===== src/rtl/loader_pkg.sv =====
// Shared types and widths for the UART register bootstrap loader.
package loader_pkg;
  localparam int unsigned REG_ADDR_W = 5;
  localparam int unsigned DATA_W     = 32;

  typedef enum logic [1:0] {IDLE, COLLECT, FINISH} loader_state_t;
endpackage


===== src/rtl/byte_word_packer.sv =====
// Shifts received bytes into a big-endian 32-bit word; strobes word_ready_o on the 4th byte.
module byte_word_packer
  import loader_pkg::*;
(
  input  logic              CLK,
  input  logic              reset,
  input  logic              clear_i,
  input  logic              en_i,
  input  logic              rx_valid_i,
  input  logic [7:0]        rx_data_i,
  output logic              word_ready_o,
  output logic [DATA_W-1:0] word_o
);
  logic [DATA_W-1:0] word_q, word_d;
  logic [1:0]        byte_cnt_q, byte_cnt_d;
  logic              accept;

  always_comb begin
    accept     = en_i && rx_valid_i;
    word_d     = word_q;
    byte_cnt_d = byte_cnt_q;
    if (clear_i) begin
      byte_cnt_d = '0;
    end else if (accept) begin
      word_d     = {word_q[23:0], rx_data_i};
      byte_cnt_d = byte_cnt_q + 2'd1;
    end
  end

  // The completed word includes the byte arriving this cycle.
  assign word_ready_o = accept && (byte_cnt_q == 2'd3);
  assign word_o       = {word_q[23:0], rx_data_i};

  always_ff @(posedge CLK) begin
    if (reset) begin
      word_q     <= '0;
      byte_cnt_q <= '0;
    end else begin
      word_q     <= word_d;
      byte_cnt_q <= byte_cnt_d;
    end
  end
endmodule


===== src/rtl/uart_reg_loader.sv =====
// Bootstrap loader: packs UART bytes into words and writes registers FIRST_REG.. via the toggle port.
module uart_reg_loader
  import loader_pkg::*;
#(
  parameter int unsigned FIRST_REG = 1,
  parameter int unsigned NUM_REGS  = 31
) (
  input  logic                  CLK,
  input  logic                  reset,
  input  logic                  start,
  input  logic                  rx_valid,
  input  logic [7:0]            rx_data,
  output logic                  UART_write_enable,
  output logic [REG_ADDR_W-1:0] rw,
  output logic [DATA_W-1:0]     write_data,
  output logic                  distinct,
  output logic                  busy,
  output logic                  done
);
  if (NUM_REGS < 1 || FIRST_REG + NUM_REGS - 1 > 31) begin : g_bad_params
    $error("uart_reg_loader: register range out of bounds");
  end

  localparam logic [REG_ADDR_W-1:0] FIRST_IDX = REG_ADDR_W'(FIRST_REG);
  localparam logic [REG_ADDR_W-1:0] LAST_IDX  = REG_ADDR_W'(FIRST_REG + NUM_REGS - 1);

  loader_state_t         state_q;
  logic [REG_ADDR_W-1:0] reg_idx_q;
  logic                  wen_q, distinct_q, busy_q, done_q;
  logic [REG_ADDR_W-1:0] rw_q;
  logic [DATA_W-1:0]     wdata_q;

  logic              word_ready;
  logic [DATA_W-1:0] word;

  byte_word_packer u_packer (
    .CLK          (CLK),
    .reset        (reset),
    .clear_i      ((state_q == IDLE) && start),
    .en_i         (state_q == COLLECT),
    .rx_valid_i   (rx_valid),
    .rx_data_i    (rx_data),
    .word_ready_o (word_ready),
    .word_o       (word)
  );

  always_ff @(posedge CLK) begin
    if (reset) begin
      state_q    <= IDLE;
      reg_idx_q  <= '0;
      wen_q      <= 1'b0;
      rw_q       <= '0;
      wdata_q    <= '0;
      distinct_q <= 1'b1;
      busy_q     <= 1'b0;
      done_q     <= 1'b0;
    end else begin
      wen_q  <= 1'b0;
      done_q <= 1'b0;
      case (state_q)
        IDLE: begin
          if (start) begin
            state_q   <= COLLECT;
            busy_q    <= 1'b1;
            reg_idx_q <= FIRST_IDX;
          end
        end
        COLLECT: begin
          if (word_ready) begin
            wen_q      <= 1'b1;
            rw_q       <= reg_idx_q;
            wdata_q    <= word;
            distinct_q <= ~distinct_q;
            if (reg_idx_q == LAST_IDX) begin
              state_q <= FINISH;
              done_q  <= 1'b1;
            end else begin
              reg_idx_q <= reg_idx_q + 1'b1;
            end
          end
        end
        FINISH: begin
          state_q <= IDLE;
          busy_q  <= 1'b0;
        end
        default: state_q <= IDLE;
      endcase
    end
  end

  assign UART_write_enable = wen_q;
  assign rw                = rw_q;
  assign write_data        = wdata_q;
  assign distinct          = distinct_q;
  assign busy              = busy_q;
  assign done              = done_q;
endmodule


===== config.mk =====
export PLATFORM = sky130hd
export DESIGN_NAME = uart_reg_loader
export DESIGN_NICKNAME = d
export VERILOG_FILES = /design/src/rtl/loader_pkg.sv /design/src/rtl/byte_word_packer.sv /design/src/rtl/uart_reg_loader.sv
export SDC_FILE = /design/constraint.sdc
export NUM_CORES = 1
export LEC_CHECK = 0
export BUFFER_PORTS_ARGS = -buffer_cell sky130_fd_sc_hd__buf_4
export CAP_MARGIN = 40
export CORE_AREA = 2 2 80 82
export DETAILED_ROUTE_END_ITERATION = 6
export DIE_AREA = 0 0 82 84
export PLACE_DENSITY_LB_ADDON = 0.08
export SLEW_MARGIN = 10
export SYNTH_ARGS = -nofsm -noshare
export SYNTH_HDL_FRONTEND = slang
export SYNTH_HIERARCHICAL = 1
export SYNTH_SLANG_ARGS = --single-unit

===== constraint.sdc =====
create_clock -name CLK -period 1.6 [get_ports CLK]
set_input_delay 0.24 -clock CLK [delete_from_list [all_inputs] [get_ports CLK]]
set_output_delay 0.24 -clock CLK [all_outputs]
set_load 0.02 [all_outputs]

# Word level (Yosys, flattened, before mapping)
# Cells that the tools add are included.
dict set report totals {
  wordCells 50
  register_bits 74
}
dict set report classes {
  eq_ne 8
  bitwise 4
  n_mux 12
  addsub 2
  n_reduce_logical 14
}
# cell n
set ops {}
lappend ops {{5-bit two-way mux} 3}
lappend ops {{5-bit case mux with 2 select lines} 1}
lappend ops {{2-bit != test, second input constant} 4}
lappend ops {{2-bit two-way mux} 3}
lappend ops {{2-bit AND reduction} 3}
lappend ops {{5-bit by 1-bit adder with 5-bit output, second input constant} 1}
lappend ops {{5-bit == test, second input constant} 1}
lappend ops {{2-bit == test, second input constant} 2}
lappend ops {{1-bit NOT} 4}
lappend ops {{2-bit case mux with 2 select lines} 1}
lappend ops {{4-bit AND reduction} 1}
lappend ops {{2-bit nonzero test} 2}
lappend ops {{2-bit OR reduction} 2}
lappend ops {{1-bit logical AND} 3}
lappend ops {{1-bit two-way mux} 3}
lappend ops {{3-bit AND reduction} 1}
lappend ops {{3-bit OR reduction} 1}
lappend ops {{2-bit by 1-bit adder with 2-bit output, second input constant} 1}
lappend ops {{2-bit by 1-bit == test with 1-bit output, second input constant} 1}
lappend ops {{2-bit logical NOT} 1}
lappend ops {{1-bit case mux with 2 select lines} 1}

# Longest topological paths before layout
# Gate-level depths: netlist (run 1).
dict set report depth {
  ltp_word 5
  ltp_mapped 7
  ltp_nobuf 6
}

# By module
# The synthesis (run 1) kept the hierarchy.
# module cells_per_inst area_each_um2 seq_area_each_um2 instances
set modules_own_cells {}
lappend modules_own_cells {uart_reg_loader 209 1734.2 960.9 1}
lappend modules_own_cells {byte_word_packer 107 1153.6 520.5 1}

# Least setup slack after synthesis (run 1)
# No wires, ideal clock.
dict set report synth_path {
  path_type {flip-flop to flip-flop}
  from {register reg_idx_q[0]}
  to {register reg_idx_q[3]}
  arrival_time_ns 1.655
  path_stages_with_launch 8
  period_less_slack_ns 1.746
  setup_time_ns 0.091
  path_buffers 1
  setup_slack_ns -0.146
  path_cell_list {dfxtp_1 ha_1 and3_1 ha_1 and4bb_1 buf_2 a41oi_1 a311oi_1}
}
dict set report synth_between {
  elab_chain_len 4
  word_cells_on_any_way 7
  classes_between {add/sub: 1; eq/ne: 2; mux: 3; reduce/logical: 1}
}
# element line
set synth_lines {}
lappend synth_lines {{from (decl)} uart_reg_loader.sv:28} ;# logic [REG_ADDR_W-1:0] reg_idx_q;
lappend synth_lines {{from (signal assigned)} uart_reg_loader.sv:78} ;# reg_idx_q <= reg_idx_q + 1'b1;
lappend synth_lines {{5-bit by 1-bit adder with 5-bit output} uart_reg_loader.sv:78}
lappend synth_lines {{5-bit two-way mux} uart_reg_loader.sv:74} ;# if (reg_idx_q == LAST_IDX) begin
lappend synth_lines {{5-bit two-way mux} uart_reg_loader.sv:69} ;# if (word_ready) begin
lappend synth_lines {{5-bit case mux with 2 select lines} uart_reg_loader.sv:60} ;# case (state_q)
# Several ways; a longest one is shown, not always the timed one. The select of a mux whose other input is x is not followed.
# A chain may end at the register's enable or synchronous reset.

# Final worst setup path (run 1)
# Same ends and word-level chain as after synthesis.

==> flow_metrics.tcl, run 1 <==
set metrics [dict create \
    status "completed" \
    sequential_area_um2 1485 \
    worst_r2r_path_depth 6 \
    ios 53 \
    clk_transition_reported_paths_ps 70 \
    worst-slew-pin-transition_ps 554.4 \
    synthesis.instances 316 \
    drt_wl_total_um 5935 \
    postCtsHoldBufs 0 \
    relSlewSlack 0.6304 \
    slew_viol_final 0 \
    setup_viol 0 \
    finalHoldViolations 0 \
    timing.reg2reg.setup_slack_ps 20 \
    routedWlPerCell_um 13.16 \
    hp-start "rx_data[3]" \
    power.density_cell_area_nw_per_um2 888.6 \
    share_of_the_cycle_needed_by_the_critical_path_after_routing 0.9877 \
    crit-reg2reg-launch "reg_idx_q[0]" \
    avgViaCountPerCell 4.931 \
    grt_pass1_wl_um 9349 \
    total_leakage_power_nw 1.445 \
    ys_types 32 \
    place_ws_ps -45.15 \
    min-delay-path-class "input port to flip-flop" \
    number_of_antenna_violations_at_the_first_check_in_global_routing 0 \
    globalplace.congestion 0.7702 \
    yosys_warnings 6 \
    floorplan.die.height_um 84 \
    num_antenna_cells 0 \
    layout-area-overhead-vs-synth_pct 25.56 \
    synth_sequential_area_ratio 0.5130 \
    buffer_ports.inserted 52 \
    detailedRoute.firstIterationViolations 46 \
    grtUsageTotal 0.1792 \
    worst_ep_arrival_time_ps 1810 \
    finish.utilization 0.5948 \
    hpwlAfterDp_um 3888 \
    synthesis.nets 331 \
    synthesis.area_um2 2888 \
    cts_buffer_count 9 \
    route.antenna.remaining_nets 0 \
    synth-seq-cells 74 \
    design.core.area_um2 6096 \
    std_cell_rows 29 \
    multi_input_combinational_cell_area_um2 1277 \
    dpl.cell_count 433 \
    hold_path_depth 3 \
    drt-pass1-iter-count 4 \
    max_clock_freq_mhz 632.8 \
    cts.root.buffer_cell "clkbuf_8" \
    first_global_vias 2020 \
    path_max_fanout 3 \
    min_delay_worst_endpoint "write_data[3]" \
    r2r-end "reg_idx_q[3]" \
    finalWorstPathRequiredPeriod_ps 1580 \
    setup_slack_ps 19.69 \
    globalRoute.totalOverflow 0 \
    drc 0 \
    timing.critical_path.to_type "flip-flop" \
    detailroute.via_count 2224 \
    layout.cells.non_filler 451 \
    cts_tree "built" \
    critical_path_class "flip-flop to flip-flop" \
    clock-sinks 74 \
    start_util 0.4737 \
    syn_area_per_cell_um2 9.139 \
    grt_start_max_net_pins 67 \
    design.final.nets 385 \
    clock_tree.htree_level_count 3 \
    die_area_um2 6888 \
    fraction_of_final_layout_cells_with_drive_strength_greater_than_1 0.2674 \
    skew_ps 6.261 \
    crit_required_ps 1830 \
    die_width_um 82 \
    start_kind "flip-flop" \
    max_cap_violations 0 \
    grt_setup_unrepaired "true" \
    n_fill_cell 585 \
    vdd_ir_drop_max_mv 0.5386 \
    clock_insertion_delay_worst_skew_ps 330 \
    ctsLongestPathBuffers 2 \
]
-- cell usage in the layout (no fill, tap or decap), types with 2 or more instances in the layout --
master / instances
a21oi_1: 42
dfxtp_2: 3
ha_4: 2
buf_4: 63
a21bo_2: 2
and2_1: 2
clkbuf_8: 9
buf_12: 3
nand2_1: 77
clkinv_2: 2
buf_6: 3
nand2b_1: 34
nand3_1: 3
clkbuf_1: 3
nand3b_1: 5
dfxtp_1: 71
a311oi_1: 2
mux2i_1: 24
-- flip-flops by register name, summed over array words and instances (netlist names), 2 cells and up --
| name | cells |
|---|---|
| state_q | 2 |
| rw | 5 |
| reg_idx_q | 5 |
| u_packer/word_q | 24 |
| u_packer/byte_cnt_q | 2 |
| write_data | 32 |
-- worst max path at each step --
stage,startpoint,to,slack [ps],depth (start not counted)
6_report,reg_idx_q[0],reg_idx_q[3],20,6
5_1_grt,reg_idx_q[0],reg_idx_q[3],-20,6
4_1_cts,reg_idx_q[1],reg_idx_q[0],0.7,7
3_5_place_dp,reg_idx_q[0],reg_idx_q[0],-50,7
3_3_place_gp,reg_idx_q[0],reg_idx_q[0],10,7
2_1_floorplan,reg_idx_q[0],reg_idx_q[3],5,7
-- final cells by class --
class | instances | share of cell area
clock inverter | 3 | 0.004831
inverter | 2 | 0.002070
sequential | 74 | 0.4096
timing repair buffer | 71 | 0.1674
tap | 77 | 0.02657
clock buffer | 12 | 0.03727
multi-input combinational | 212 | 0.3523
-- cell families (layout without fill, tap and decap cells) --
logic type      Yosys count  in the layout  synth area share
buf+inv                  30             88           0.06499
xor+xnor                  1              1          0.003033
simple gates            132            132            0.2236
flops                    74             74            0.5130
fa+ha+maj                 3              3           0.01300
compound gates           52             52           0.09922
mux                      24             24           0.08319
-- worst max-delay path, stage by stage, from the launching register on --
cell	delay (ps)
dfxtp_2	340
ha_4	160
and3_4	180
ha_4	150
and4bb_2	330
a41oi_1	130
a311oi_1	210
-- layer usage --
| metal | share of wire | track usage |
|---|---|---|
| met5 | 0 | 0 |
| met4 | 0.015 | 0.09091 |
| met3 | 0.026 | 0.03247 |
| met2 | 0.50 | 0.2934 |
| met1 | 0.46 | 0.2209 |
-- report_power, final --
| group | switching, W | total [W] | internal (W) | leakage [nW] |
|---|---|---|---|---|
| Sequential | 0.0000110 | 0.00187 | 0.00186 | 0.599 |
| Clock | 0.000626 | 0.00118 | 0.000551 | 0.0762 |
| Combinational | 0.0000880 | 0.000176 | 0.0000877 | 0.770 |
-- cell usage after synthesis --
| library cell | count | share of area |
|---|---|---|
| and2_1 | 2 | 0.0043 |
| nand3_1 | 3 | 0.0052 |
| buf_12 | 1 | 0.0069 |
| or3b_1 | 1 | 0.0030 |
| nor2b_1 | 1 | 0.0022 |
| o21ai_0 | 1 | 0.0017 |
| and4bb_1 | 1 | 0.0043 |
| nand3b_1 | 5 | 0.013 |
| a21oi_1 | 43 | 0.075 |
| mux2i_1 | 24 | 0.083 |
| xnor2_1 | 1 | 0.0030 |
| nor3_1 | 2 | 0.0035 |
| a21bo_2 | 2 | 0.0069 |
| dfxtp_1 | 74 | 0.51 |
| a311oi_1 | 2 | 0.0061 |
| clkbuf_1 | 9 | 0.012 |
| inv_2 | 1 | 0.0013 |
| a41oi_1 | 1 | 0.0030 |
| and3_2 | 1 | 0.0026 |
| inv_1 | 1 | 0.0013 |
| and3_1 | 1 | 0.0022 |
| buf_4 | 12 | 0.031 |
| and3b_1 | 2 | 0.0061 |
| nand2b_1 | 34 | 0.074 |
| nor2_1 | 1 | 0.0013 |
| o21ai_1 | 1 | 0.0017 |
| ha_1 | 3 | 0.013 |
| buf_2 | 5 | 0.0087 |
| a211oi_1 | 2 | 0.0052 |
| or2_2 | 1 | 0.0022 |
| nand2_1 | 77 | 0.10 |
| buf_6 | 1 | 0.0039 |
-- metrics by stage --
step / TNS (ps) / power (W) / area, µm² / hold slack, ps
after floorplan: 0 / 0.002025 / 2908 / 395.5
after global placement: 0 / 0.002078 / 3366 / 439.6
after detailed placement: -45.15 / 0.002080 / 3366 / 442.9
after CTS: 0 / 0.003263 / 3538 / 153.9
after global routing: -53.42 / 0.003376 / 3626 / 162.4
final: 0 / 0.003222 / 3626 / 167.5
-- timing repair --
| action | CTS | global route |
|---|---|---|
| resized for setup | 5 | 11 |
| pin swaps | 3 | 4 |
| endpoints found under the setup margin | 1 | 39 |
| buffers inserted | 0 | 2 |
| gates cloned | 0 | 1 |
Power figures use the tool's default switching activity.
==> run 2, diff against run 1 <==
--- a/config.mk
+++ b/config.mk
@@ -7,9 +7,10 @@
 export LEC_CHECK = 0
 export BUFFER_PORTS_ARGS = -buffer_cell sky130_fd_sc_hd__buf_4
 export CAP_MARGIN = 40
-export CORE_AREA = 2 2 80 82
+export CORE_AREA = 2 2 79 81
+export CTS_BUF_LIST = sky130_fd_sc_hd__clkbuf_4 sky130_fd_sc_hd__clkbuf_8
 export DETAILED_ROUTE_END_ITERATION = 6
-export DIE_AREA = 0 0 82 84
+export DIE_AREA = 0 0 81 83
 export PLACE_DENSITY_LB_ADDON = 0.08
 export SLEW_MARGIN = 10
 export SYNTH_ARGS = -nofsm -noshare
==> run 2 against run 1 <==
Against the previous run:
- combinational power fell by 4%
- clock-buffer cell count down 1
- via count down 0.49%
- global-route usage up 0.73 points
- clock power grew 62%
- final cell count fell by 0.44%
- non-clock buffer count down 1
- first-iteration DRC count grew to 2.5 times the previous value
- sequential power about the same
- worst setup slack better by 59 ps
- flip-flop and latch count unchanged
- sequential share of layout area down 1.0 points
- critical endpoint unchanged
==> flow_metrics.tcl, run 2 (synthesis results as in run 1) <==
set metrics [dict create \
    postCtsSetupBuffers 0 \
    min-delay-path-class "input port to flip-flop" \
    cts_buffer_count 9 \
    design.core.area_um2 5816 \
    path_max_fanout 5 \
    relSlewSlack 0.5661 \
    fraction_of_final_layout_cells_with_drive_strength_greater_than_1 0.2754 \
    cts.root.buffer_cell "clkbuf_8" \
    grt_pass1_wl_um 9749 \
    layout-area-overhead-vs-synth_pct 28.90 \
    die_width_um 81 \
    clock_tree.htree_level_count 3 \
    max_clock_freq_mhz 657.4 \
    timing.reg2reg.setup_slack_ps 80 \
    r2r-end "reg_idx_q[3]" \
    power.density_cell_area_nw_per_um2 1060 \
    start_kind "flip-flop" \
    clock_insertion_delay_worst_skew_ps 340 \
    routedWlPerCell_um 12.76 \
    timing.critical_path.to_type "flip-flop" \
    vdd_ir_drop_max_mv 0.6326 \
    crit-reg2reg-launch "reg_idx_q[0]" \
    buffer_ports.inserted 52 \
    hp-start "rx_data[5]" \
    crit_required_ps 1850 \
    hold_path_depth 3 \
    skew_ps 6.481 \
    cts_tree "built" \
    detailedRoute.firstIterationViolations 116 \
    number_of_antenna_violations_at_the_first_check_in_global_routing 0 \
    postCtsHoldBufs 0 \
    worst_ep_arrival_time_ps 1770 \
    setup_viol 0 \
    grt_setup_unrepaired "true" \
    grtUsageTotal 0.1865 \
    worst-slew-pin-transition_ps 650.9 \
    min_delay_worst_endpoint "write_data[5]" \
    globalRoute.totalOverflow 0 \
    floorplan.die.height_um 83 \
    start_util 0.4966 \
    finish.utilization 0.6401 \
    drt_wl_total_um 5727 \
    finalHoldViolations 0 \
    avgViaCountPerCell 4.929 \
    ios 53 \
    std_cell_rows 28 \
    detailroute.via_count 2213 \
    clock-sinks 74 \
    clk_transition_reported_paths_ps 80 \
    ctsLongestPathBuffers 2 \
    die_area_um2 6723 \
    layout_common_cells "nand2_1 (77), dfxtp_1 (70), buf_4 (64), a21oi_1 (43), nand2b_1 (34)" \
    hpwlAfterDp_um 3806 \
    leading_cell_type_in_the_layout_fill_and_taps_excluded "nand2_1" \
    num_antenna_cells 0 \
    drt-pass1-iter-count 4 \
    design.final.nets 384 \
    status "completed" \
    share_of_the_cycle_needed_by_the_critical_path_after_routing 0.9507 \
    grt_start_max_net_pins 76 \
    route.antenna.remaining_nets 0 \
    finalWorstPathRequiredPeriod_ps 1521 \
    slew_viol_final 0 \
    max_cap_violations 0 \
    worst_r2r_path_depth 6 \
    first_global_vias 2100 \
    globalplace.congestion 0.7756 \
    critical_path_class "flip-flop to flip-flop" \
    flip_flop_count_of_the_largest_register_all_copies_and_words_added 32 \
    report.power.total_w 0.003947 \
    drc 0 \
    total_leakage_power_nw 1.498 \
]
[run 2: changes by cell type in the layout (fill, tap and decap cells not counted), sizes merged]
| cell | previous run | this run |
|---|---|---|
| clkinvlp | 1 | 0 |
| clkinv | 2 | 1 |
| clkbuf | 13 | 11 |
| bufinv | 0 | 4 |
[run 2: worst max-delay path by stage]
stage,startpoint,endpoint,slack [ps],cells after the start
2_1_floorplan,reg_idx_q[0],reg_idx_q[3],5,7
3_3_place_gp,reg_idx_q[0],reg_idx_q[3],20,6
3_5_place_dp,reg_idx_q[0],reg_idx_q[3],-30,6
4_1_cts,state_q[0],write_data[29],1,6
5_1_grt,reg_idx_q[0],reg_idx_q[3],-1,6
6_report,reg_idx_q[0],reg_idx_q[3],80,6
[run 2: cell type report]
cell class | instances | area, µm²
flip-flops and latches | 74 | 1486
fillers | 507 | 2093
repair buffers | 70 | 591.8
inverters | 2 | 7.507
clock buffers | 11 | 145.1
clock inverters | 5 | 125.1
multi-input cells | 212 | 1272
well taps | 75 | 93.84
[run 2: per-layer routing]
layer	vias to the layer above	track usage	wire, µm
met5	-	0	0
met3	10	0.05652	241
met1	1012	0.2669	2805
met4	0	0.08320	112
li1	1147	-	-
met2	44	0.2562	2567
[run 2: power breakdown]
part           internal, W  switching [W]  leakage [nW]
clock              0.00125       0.000658         0.137
combinational    0.0000836      0.0000855         0.762
sequential         0.00186      0.0000106         0.599
total              0.00319       0.000754          1.50
[run 2: timing repair]
action	CTS	global route
endpoints found under the setup margin	3	40
hold endpoints to repair	0	0
resized for setup	6	6
pin swaps	4	4
[run 2: worst max-delay path: stages, from the launching register on]
cell and delay (ps):
dfxtp_2 340, ha_4 160, and3_4 150, ha_4 150, and4bb_4 330, a41oi_2 90, a311oi_1 200
[run 2: per-stage QoR]
| step | setup TNS (ps) | hold slack (ps) | setup slack, ps | cells | instance area, µm² |
|---|---|---|---|---|---|
| 4_1_cts | 0 | 127.6 | 1.249 | 449 | 3707 |
| 3_5_place_dp | -33.69 | 444.0 | -27.51 | 433 | 3403 |
| 5_1_grt | -1.281 | 136.4 | -1.281 | 449 | 3722 |
| 3_3_place_gp | 0 | 440.1 | 21.86 | 433 | 3403 |
| 6_report | 0 | 148.0 | 78.87 | 449 | 3722 |
| 2_1_floorplan | 0 | 395.5 | 4.919 | 316 | 2908 |
